## config.mk

```make
export PLATFORM = sky130hd
export DESIGN_NAME = pow_seq
export DESIGN_NICKNAME = d
export VERILOG_FILES = /design/src/rtl/pow_seq.sv
export SDC_FILE = /design/constraint.sdc
export NUM_CORES = 1
export LEC_CHECK = 0
export CAP_MARGIN = 20
export CORE_UTILIZATION = 23
export CTS_BUF_LIST = sky130_fd_sc_hd__clkbuf_8
export CTS_CLUSTER_DIAMETER = 50
export CTS_CLUSTER_SIZE = 10
export DETAILED_ROUTE_END_ITERATION = 8
export SYNTH_ARGS = -nofsm -noshare
export SYNTH_HDL_FRONTEND = slang
export SYNTH_SLANG_ARGS = --single-unit
```

## constraint.sdc

```tcl
create_clock -name clk -period 1.6 [get_ports clk]
set_input_delay 0.24 -clock clk [delete_from_list [all_inputs] [get_ports clk]]
set_output_delay 0.24 -clock clk [all_outputs]
set_load 0.005 [all_outputs]
```

## src/rtl/pow_seq.sv

```systemverilog
// Iterative p**q sequencer driving an external multiplier; POW_SAT_EN selects saturating accumulate.
// Result valid q cycles after accept; holds result in DONE under unbounded out_ready backpressure.
module pow_seq #(
  parameter int DATA_W = 8,
  parameter int Q_W    = 3,
  parameter int RES_W  = 16
) (
  input  logic                    clk,
  input  logic                    rst,
  input  logic                    in_valid,
  output logic                    in_ready,
  input  logic [DATA_W-1:0]       p_in,
  input  logic [Q_W-1:0]          q_in,
  output logic [RES_W-1:0]        mul_a,
  output logic [DATA_W-1:0]       mul_b,
  input  logic [RES_W+DATA_W-1:0] mul_p,
  output logic                    out_valid,
  input  logic                    out_ready,
  output logic [RES_W-1:0]        result,
  output logic                    ovf,
  output logic                    busy
);

  localparam logic [1:0] IDLE = 2'd0;
  localparam logic [1:0] RUN  = 2'd1;
  localparam logic [1:0] DONE = 2'd2;

  logic [1:0]        state;
  logic [RES_W-1:0]  acc;
  logic [DATA_W-1:0] p_reg;
  logic [Q_W-1:0]    cnt;
  logic              mul_hi;

  assign mul_hi = (mul_p[RES_W+DATA_W-1:RES_W] != '0);

  always_ff @(posedge clk or negedge rst) begin
    if (!rst) begin
      state <= IDLE;
      acc   <= '0;
      p_reg <= '0;
      cnt   <= '0;
      ovf   <= 1'b0;
    end else begin
      case (state)
        IDLE: begin
          if (in_valid) begin
            p_reg <= p_in;
            cnt   <= q_in;
            acc   <= RES_W'(1);
            ovf   <= 1'b0;
            state <= (q_in == '0) ? DONE : RUN;
          end
        end
        RUN: begin
          cnt <= cnt - 1'b1;
`ifdef POW_SAT_EN
          // Once saturated, ovf is set and the accumulator stays pinned at all-ones.
          if (ovf || mul_hi)
            acc <= '1;
          else
            acc <= mul_p[RES_W-1:0];
`else
          acc <= mul_p[RES_W-1:0];
`endif
          if (mul_hi)
            ovf <= 1'b1;
          if (cnt == Q_W'(1))
            state <= DONE;
        end
        DONE: begin
          if (out_ready)
            state <= IDLE;
        end
        default: state <= IDLE;
      endcase
    end
  end

  assign in_ready  = (state == IDLE);
  assign out_valid = (state == DONE);
  assign busy      = (state != IDLE);
  assign result    = acc;
  assign mul_a     = acc;
  assign mul_b     = p_reg;

endmodule

```

==> flow_summary_export.csv <==
group,metric,value,unit
grt,grt_pass1_wl,6.541,mm
placed_design,place.port_buffers,82,
layout,nets,275,
sta,max_freq,0.6569,GHz
drt,drc,0,
worst_setup_path,cpPeakStageDelay,440,ps
cts,clock_latency,270,ps
drt,drt_pass1_iterations,2,
grt,grt_start_max_net_pins,31,
layout,drive_gt1_frac,0.1574,
sta,setup_viol,0,
yosys,ys_seq_elements,30,
yosys,yosysSeqAreaShare,0.4971,
worst_setup_path,rrSetupSlack,110,ps
die,initial_core_util,0.2378,
run_status,status,"finished clean",
drt,wl,3.716,mm
grt,antenna_found_initial,0,
placed_design,gp_congestion,0.7195,
worst_setup_path,reg2reg_depth,4,
power,p_per_area,1829,nW/µm²
worst_setup_path,path_max_fanout,3,
sta,min_period,1522,ps
drt,dr_total_vias,1282,
layout,area_delta_synth_final,60.48,%
yosys,ys_warn_count,0,
worst_setup_path,endpoint_kind,"output port",
sta,rsz0062_at_grt,"false",
placed_design,dp_hpwl,2.708,mm
worst_setup_path,cp.arrival,1280,ps
die,core,6350,µm²
yosys,synthesis.instances,158,
yosys,synth_area_leaders,"dfrtp_1, nand2_1, buf_4, nand3_2, buf_6",
sta,fin_ws,77.66,ps
grt,overflow,0,
yosys,netlist_area,1510,µm²
sta,finalHoldViolations,0,
layout,fillers,633,
grt,globalRouteTotalUtil,0.1164,
cts,cts_max_path_buffers,2,
sta,relSlewSlack,0.7366,
cts,cts.htree.levels,2,
cts,root_buffer,"clkbuf_8",
cts,cts_buffers,5,
drt,drt_iter0_drc,31,
flow_run,cap_violations,0,
sta,finalCritPeriodShare,0.9515,
placed_design,place_area,2288,µm²
power,p_leak,0.001110,µW
worst_setup_path,cp-start-kind,"register",
die,die_x,83.03,µm
yosys,synth.top_cell.area_share,0.4971,
cts,path_clk_slew,60,ps
grt,grt_pass1_vias,1354,
die,die-area,6894,µm²
sta,worst_pin_slew,395.1,ps
power,peakVddDrop,0.6666,mV
layout,diodes,0,
placed_design,dpl_worst_slack,-49.69,ps
layout,fin_util,0.3817,
worst_setup_path,r2r_end,"ovf$_DFFE_PN0P_",
drt,post_drt_wl_per_cell,11.91,µm
drt,final_antenna_net_count,0,
yosys,synthesis.nets,199,
sta,finalSetupTns,0,ps
worst_setup_path,worstPathCellList,"nor2_4 -> inv_1 -> clkdlybuf4s50_1",
worst_setup_path,crit_slowest_cell,"dfrtp_2",
yosys,ys_types,30,
yosys,avgSynthCellArea,9.558,µm²
die,pin_count,83,
drt,avgViaCountPerCell,4.109,
die,rows,29,
cts,hold_buffers,0,
die,dieHeight,83.03,µm
sta,finClkSkew,2.410,ps
worst_setup_path,worstPathRequired,1360,ps
worst_setup_path,worst-setup-path-type,"reg -> out",
sta,fin_hold_ws,369.3,ps
min_path,hold_path_class,"in -> async",
cts,cts_tree,"built",
sta,drv_slew,0,
cts,clock-sinks,30,
worst_setup_path,worstReg2RegStart,"state[0]$_DFFE_PN0P_",
layout,stdcell_area,2424,µm²
yosys,synth_top_area_cell,"dfrtp_1",
==> cell families after synthesis <==
group	synth area share
AO/OA/AOI/OAI	0.04640
AND/OR/NAND/NOR	0.2950
buffers and inverters	0.1392
adder cells (fa/ha/maj)	0.01657
XOR/XNOR	0.005801
flip-flops	0.4971
==> cells in the final DEF (no fill, tap or decap), drive strengths merged, types with 2 or more instances in the layout <==
cell type and instances:
clkdlybuf4s50 80, nand2 57, dfrtp 30, nand3 15, buf 12, clkbuf 6, inv 4, nor2b 4
o21ai 3, a21oi 2, nor4 2, ha 2, or3b 2
==> worst max path at each step <==
stage,endpoint,cells after the start,start,slack [ps]
floorplan,mul_a[15]$_DFFE_PN0P_,6,state[1]$_DFFE_PN0P_,270
global placement,ovf$_DFFE_PN0P_,4,in_valid,-40
detailed placement,ovf$_DFFE_PN0P_,4,in_valid,-50
CTS,in_ready,2,state[0]$_DFFE_PN0P_,20
global route,mul_a[3]$_DFFE_PN0P_,6,state[0]$_DFFE_PN0P_,20
finish,busy,3,state[0]$_DFFE_PN0P_,80
==> cell type report <==
cell class                      count  area, µm²  share of cell area
Clock inverter                      2      8.758            0.003614
Multi-Input combinational cell    100      559.3              0.2308
Timing Repair Buffer               94      912.1              0.3764
Tap cell                           77      96.34             0.03975
Sequential cell                    30      753.2              0.3108
Clock buffer                        6      82.58             0.03407
Inverter                            3      11.26            0.004646
==> synth_stat cells <==
library cell	n
nand3_2	11
ha_1	2
nand2_1	57
o21ai_1	1
inv_1	3
or3b_2	1
o21ai_0	2
a21o_1	1
nand2b_1	1
buf_12	1
a221oi_1	1
buf_4	16
nand3b_1	1
nor2_1	1
a21oi_1	2
o22ai_2	1
nor4bb_1	1
buf_6	3
nor3b_1	1
buf_2	5
nor4_1	2
a221o_1	1
nor3_1	1
or2_2	1
dfrtp_1	30
or3b_1	1
xor2_1	1
a31oi_1	1
nand3_1	4
nor2b_1	4
==> worst max-delay path, delay by kind of cell (launching register included) <==
family / cells / cell delay (ps)
buffers and inverters: 2 / 470
flip-flops: 1 / 440
AND/OR/NAND/NOR: 1 / 110
==> sequential cells by signal, indices dropped and copies added, names as in the netlist <==
register,cells
cnt,3
mul_b,8
ovf,1
state,2
mul_a,16
==> timing repair <==
item | 4_1_cts | 5_1_grt
setup buffers | 4 | 0
gates resized for setup | 5 | 2
endpoints found under the setup margin | 3 | 2
==> routing by layer <==
layer,track usage,wire length (µm),part of all wire
met5,0,0,0
met4,0.01881,5,0.0013
met3,0.04871,333,0.090
met2,0.1975,1756,0.47
met1,0.1397,1621,0.44
==> power by group <==
group          internal, µW  switching [µW]  total (µW)
Combinational          1440             959        2400
Clock                   340             269         609
Sequential             1130             293        1430
==> metrics by stage <==
| step | std cells | total power [µW] |
|---|---|---|
| floorplan | 158 | 2684 |
| global placement | 300 | 3751 |
| detailed placement | 300 | 3786 |
| CTS | 312 | 4516 |
| global route | 312 | 4834 |
| finish | 312 | 4433 |
Note: power is estimated with default switching activity, not from simulation.
==> RTL change 1 (same flow settings) <==
The parameter `RES_W` goes from 16 to 32.
--- a/src/rtl/pow_seq.sv
+++ b/src/rtl/pow_seq.sv
@@ -5,3 +5,3 @@
   parameter int Q_W    = 3,
-  parameter int RES_W  = 16
+  parameter int RES_W  = 32
 ) (
Interface: changed (resized mul_a, mul_p and result); port bits go from 83 to 131. No check against the original RTL was run, so the function may have changed too.
==> RTL change 1 against the original RTL <==
Critical endpoint is now mul_b[6]. Combinational power up 65%. Setup slack worse by 0.061 ns. Design area up 51%. Area after synthesis up 44%. Sequential cell count up 16. Final cell count up 44%. Synthesized cell count up 42%. Critical path type is now reg2reg. Total power up 56%. Wire length up 57%. Largest cell class unchanged. Clock power up 34%. Utilization up 1.6 points. Sequential power up 50%.
==> RTL change 1: results (changes against the original RTL) <==
Slew HR 64.16% (-9.5 points); status finished clean; Peak VDD IR 0.0005535 V (-17%); GP Congestion 0.6794 (-5.6%); share of cells above drive strength 1 12.39% (-3.4 points); min cycle time layout 1.583 ns (+0.06086 ns); Setup Skew 0.01277 ns (+0.01036 ns); post-synth cell types 28 (-6.7%); port bufs 130 (+59%); Static Leak 1.554 nW (+40%); first-pass GRT wire length 9156 µm (+40%); post-synthesis sequential area ratio 53.03% (+3.3 points); Cell Area, Placed 0.003397 mm² (+48%); CTS Buf Count 5 (unchanged); syn avg cell area 9.648 µm² (+0.94%); slowest cell on the critical path dfrtp_2; via density per instance 4.220 (+2.7%); commonest register cell after synthesis dfrtp_1; ant diodes 0 (unchanged); CTS Root Cell clkbuf_8; Worst-Skew Late Latency 0.30 ns (+0.03 ns); DR pass1 iterations 4 (+2); dpl ws -0.002351 ns (+0.04733 ns); Post-Syn Nets 282 (+42%); fin cells 450 (+44%); final WL 5826 µm (+57%); number of H-tree levels 2 (unchanged); Total GRT Usage 11.75% (+0.11 points); Warnings, synthesis 0 (unchanged); ranking of synthesized cells by area dfrtp_1 53%, buf_4 12%, nand2_1 11%, o21ai_0 7.4%, mux2_1 2.6%; r2r setup slk 0.02 ns (-0.09 ns); fill count 924 (+46%); vias in the first global route 1894 (+40%); synth cell count leaders 66 x nand2_1, 46 x dfrtp_1, 36 x buf_4; largest net degree at the start of global routing 27 (-13%); cell count after placement 431 (+44%); Critical Path Source state[0]; initial antenna violation count 0 (unchanged); critical-path maximum fanout 5 (+2); max incr delay on CP 0.42 ns (-0.02 ns); FFs w/ async S/R, synth 100.0% (unchanged); max reg flops 32 (+16); Sw Ratio 32.96% (-1.4 points); initial drt markers 29 (-6.5%); Hold WS 0.4526 ns (+0.08327 ns); Worst setup endpoint mul_b[6]; crit-path leading delay family buffers and inverters; Max clock buf depth 2 (unchanged); nets 395 (+44%); CTS clock-pin slew for the worst setup and hold paths 0.09 ns (+0.03 ns); worst min-delay path class in2async; DP HPWL 4224 µm (+56%); Register-to-Register Path Depth 5 (+1)
-- RTL change 1: cell types whose count changed after synthesis, sizes merged, moves of 2 or more --
cell / unedited run / this run
clkbuf: 0 / 2
o21ai: 3 / 33
mux2: 0 / 8
buf: 25 / 42
nand3: 15 / 0
dfrtp: 30 / 46
nand2: 57 / 66
-- RTL change 1: final cells by class --
class / instances / area (µm²) / area share, %
clock buffer: 8 / 110.1 / 3.008
inverter: 3 / 11.26 / 0.3076
timing repair buffer: 150 / 1523 / 41.59
multi-input combinational: 132 / 724.4 / 19.79
sequential: 46 / 1154 / 31.51
tap: 111 / 138.9 / 3.794
-- RTL change 1: logic make-up after synthesis --
group	after synthesis	share of synthesized area, %
XOR/XNOR	1	0.4035
flip-flops	46	53.03
AO/OA/AOI/OAI	40	10.03
buffers and inverters	47	15.10
multiplexers	8	4.150
AND/OR/NAND/NOR	81	16.14
adder cells (fa/ha/maj)	2	1.153
-- RTL change 1: routing by layer --
layer  vias up  global-route usage [%]  share of wire [%]
met2        66                   20.33                 50
met5         -                       0                  0
met3         6                   2.670                5.3
met1       902                   14.35                 43
met4         0                   4.299                1.3
li1        925                       -                  -
-- RTL change 1: timing repair --
action | in CTS | in global routing
endpoints found under the setup margin | 3 | 29
pin swaps | 0 | 1
gates cloned | 0 | 1
hold buffers | 1 | 0
setup buffers | 4 | 5
endpoints found under the hold margin | 20 | 0
resized for setup | 8 | 10
-- RTL change 1: power by group through the flow --
stage	combinational (mW)	clock, mW	sequential (mW)
2_1_floorplan	1.82	0	2.18
3_3_place_gp	3.60	0	2.19
3_5_place_dp	3.67	0	2.22
4_1_cts	3.80	0.858	2.18
5_1_grt	4.33	0.901	2.24
6_report	3.95	0.818	2.15
==> RTL change 2 (config.mk and constraints unchanged) <==
Made on the original files. Make the reset (`rst`) synchronous in one clocked block.
--- a/src/rtl/pow_seq.sv
+++ b/src/rtl/pow_seq.sv
@@ -35,3 +35,3 @@
 
-  always_ff @(posedge clk or negedge rst) begin
+  always_ff @(posedge clk) begin
     if (!rst) begin
Formal check against the unedited RTL: differs if rst is asserted again (counterexample within 4 cycles, from zero or initial values and one cycle with rst low); with rst held inactive, the same outputs for 10 cycles.
==> RTL change 2 against the original RTL <==
Design area fell by 4.7%. Count of clock-buffer cells in the layout did not move. Die area fell by 8.5%. Wire length fell by 4.1%. Area after synthesis fell by 8.7%. Critical path type unchanged. Setup slack got worse by 0.032 ns. First-iteration DRC count rose by 16%. Sequential cell count did not move. Highest routed layer unchanged. Worst hold slack improved by 0.089 ns. Clock skew rose by 0.0015 ns.
Power is not compared: it rests on default switching activity, and its combinational part moved more than twofold at a synthesized area within 25%.
==> RTL change 2: results (changes against the original RTL) <==
crit path DAT 1.31 ns (+0.03 ns); fill count 579 (-8.5%); xor/xnor share of the synthesized area 0% (-0.58 points); slowest cell on the critical path clkdlybuf4s50_1; r2r setup slk 0.26 ns (+0.15 ns); Post-Synth Adder-Cell Area 1.815% (+0.16 points); min cycle time layout 1.554 ns (+0.03191 ns); Setup Skew 0.003917 ns (+0.001507 ns); commonest register cell after synthesis dfxtp_1; first-pass GRT wire length 6106 µm (-6.7%); post-synth cell types 28 (-6.7%); nets 277 (+0.73%); status finished clean; Crit Reg-Reg Startpoint state[0]; Tot Pwr ~2.0 mW; max incr delay on CP 0.50 ns (+0.06 ns); Critical Path Source state[1]; synth cell count leaders 34 x nand2_1, 30 x dfxtp_1, 25 x a21oi_1; DP HPWL 2668 µm (-1.5%); Compound-Gate Fraction of Synth Area 15.34% (+11 points); Post-Syn Nets 206 (+3.5%); GP Congestion 0.7112 (-1.2%); DR pass1 iterations 4 (+2); multiplexer area fraction after synthesis 0.7260% (+0.73 points); area of the multi-input gates 569.3 µm² (+1.8%); Worst setup endpoint out_valid; worst min-delay path class reg2reg; ranking of synthesized cells by area dfxtp_1 44%, buf_4 9.8%, nand2_1 9.3%, a21oi_1 9.1%, nand3_1 5.8%; dpl ws -0.05178 ns (-0.002091 ns); Crit Reg-Reg Endpoint cnt[1]; Total GRT Usage 12.62% (+0.98 points); critical-path maximum fanout 8 (+5); Gate Count Post-Synth 165 (+4.4%); share of cells above drive strength 1 10.55% (-5.2 points); Cell Area, Placed 0.002202 mm² (-3.8%); FFs w/ async S/R, synth 0% (-100 points); post-synthesis sequential area ratio 43.56% (-6.2 points); largest net degree at the start of global routing 21 (-32%); fin cells 309 (-0.96%)
==> RTL change 2: changes by cell type in the layout (fill, tap and decap cells not counted), moves of 3 or more <==
cell     change
dfrtp_1     -28
nand3_2     -11
nand2_1     -23
dfxtp_1     +28
a21oi_1     +23
nand3_1     +12
buf_4        -5
buf_12       +3
==> RTL change 2: cell type report <==
cell class | instances | share of cell area, %
repair buffers | 92 | 40.43
flip-flops and latches | 30 | 26.23
multi-input cells | 102 | 24.66
well taps | 72 | 3.902
clock buffers | 6 | 3.577
inverters | 5 | 0.8130
clock inverters | 2 | 0.3794
==> RTL change 2: per-layer routing <==
| layer | share of wire (%) | track usage (%) | up-vias |
|---|---|---|---|
| li1 | - | - | 678 |
| met1 | 42 | 14.47 | 610 |
| met2 | 47 | 20.68 | 65 |
| met3 | 10 | 5.943 | 2 |
| met4 | 0.51 | 3.818 | 0 |
| met5 | 0 | 0 | - |
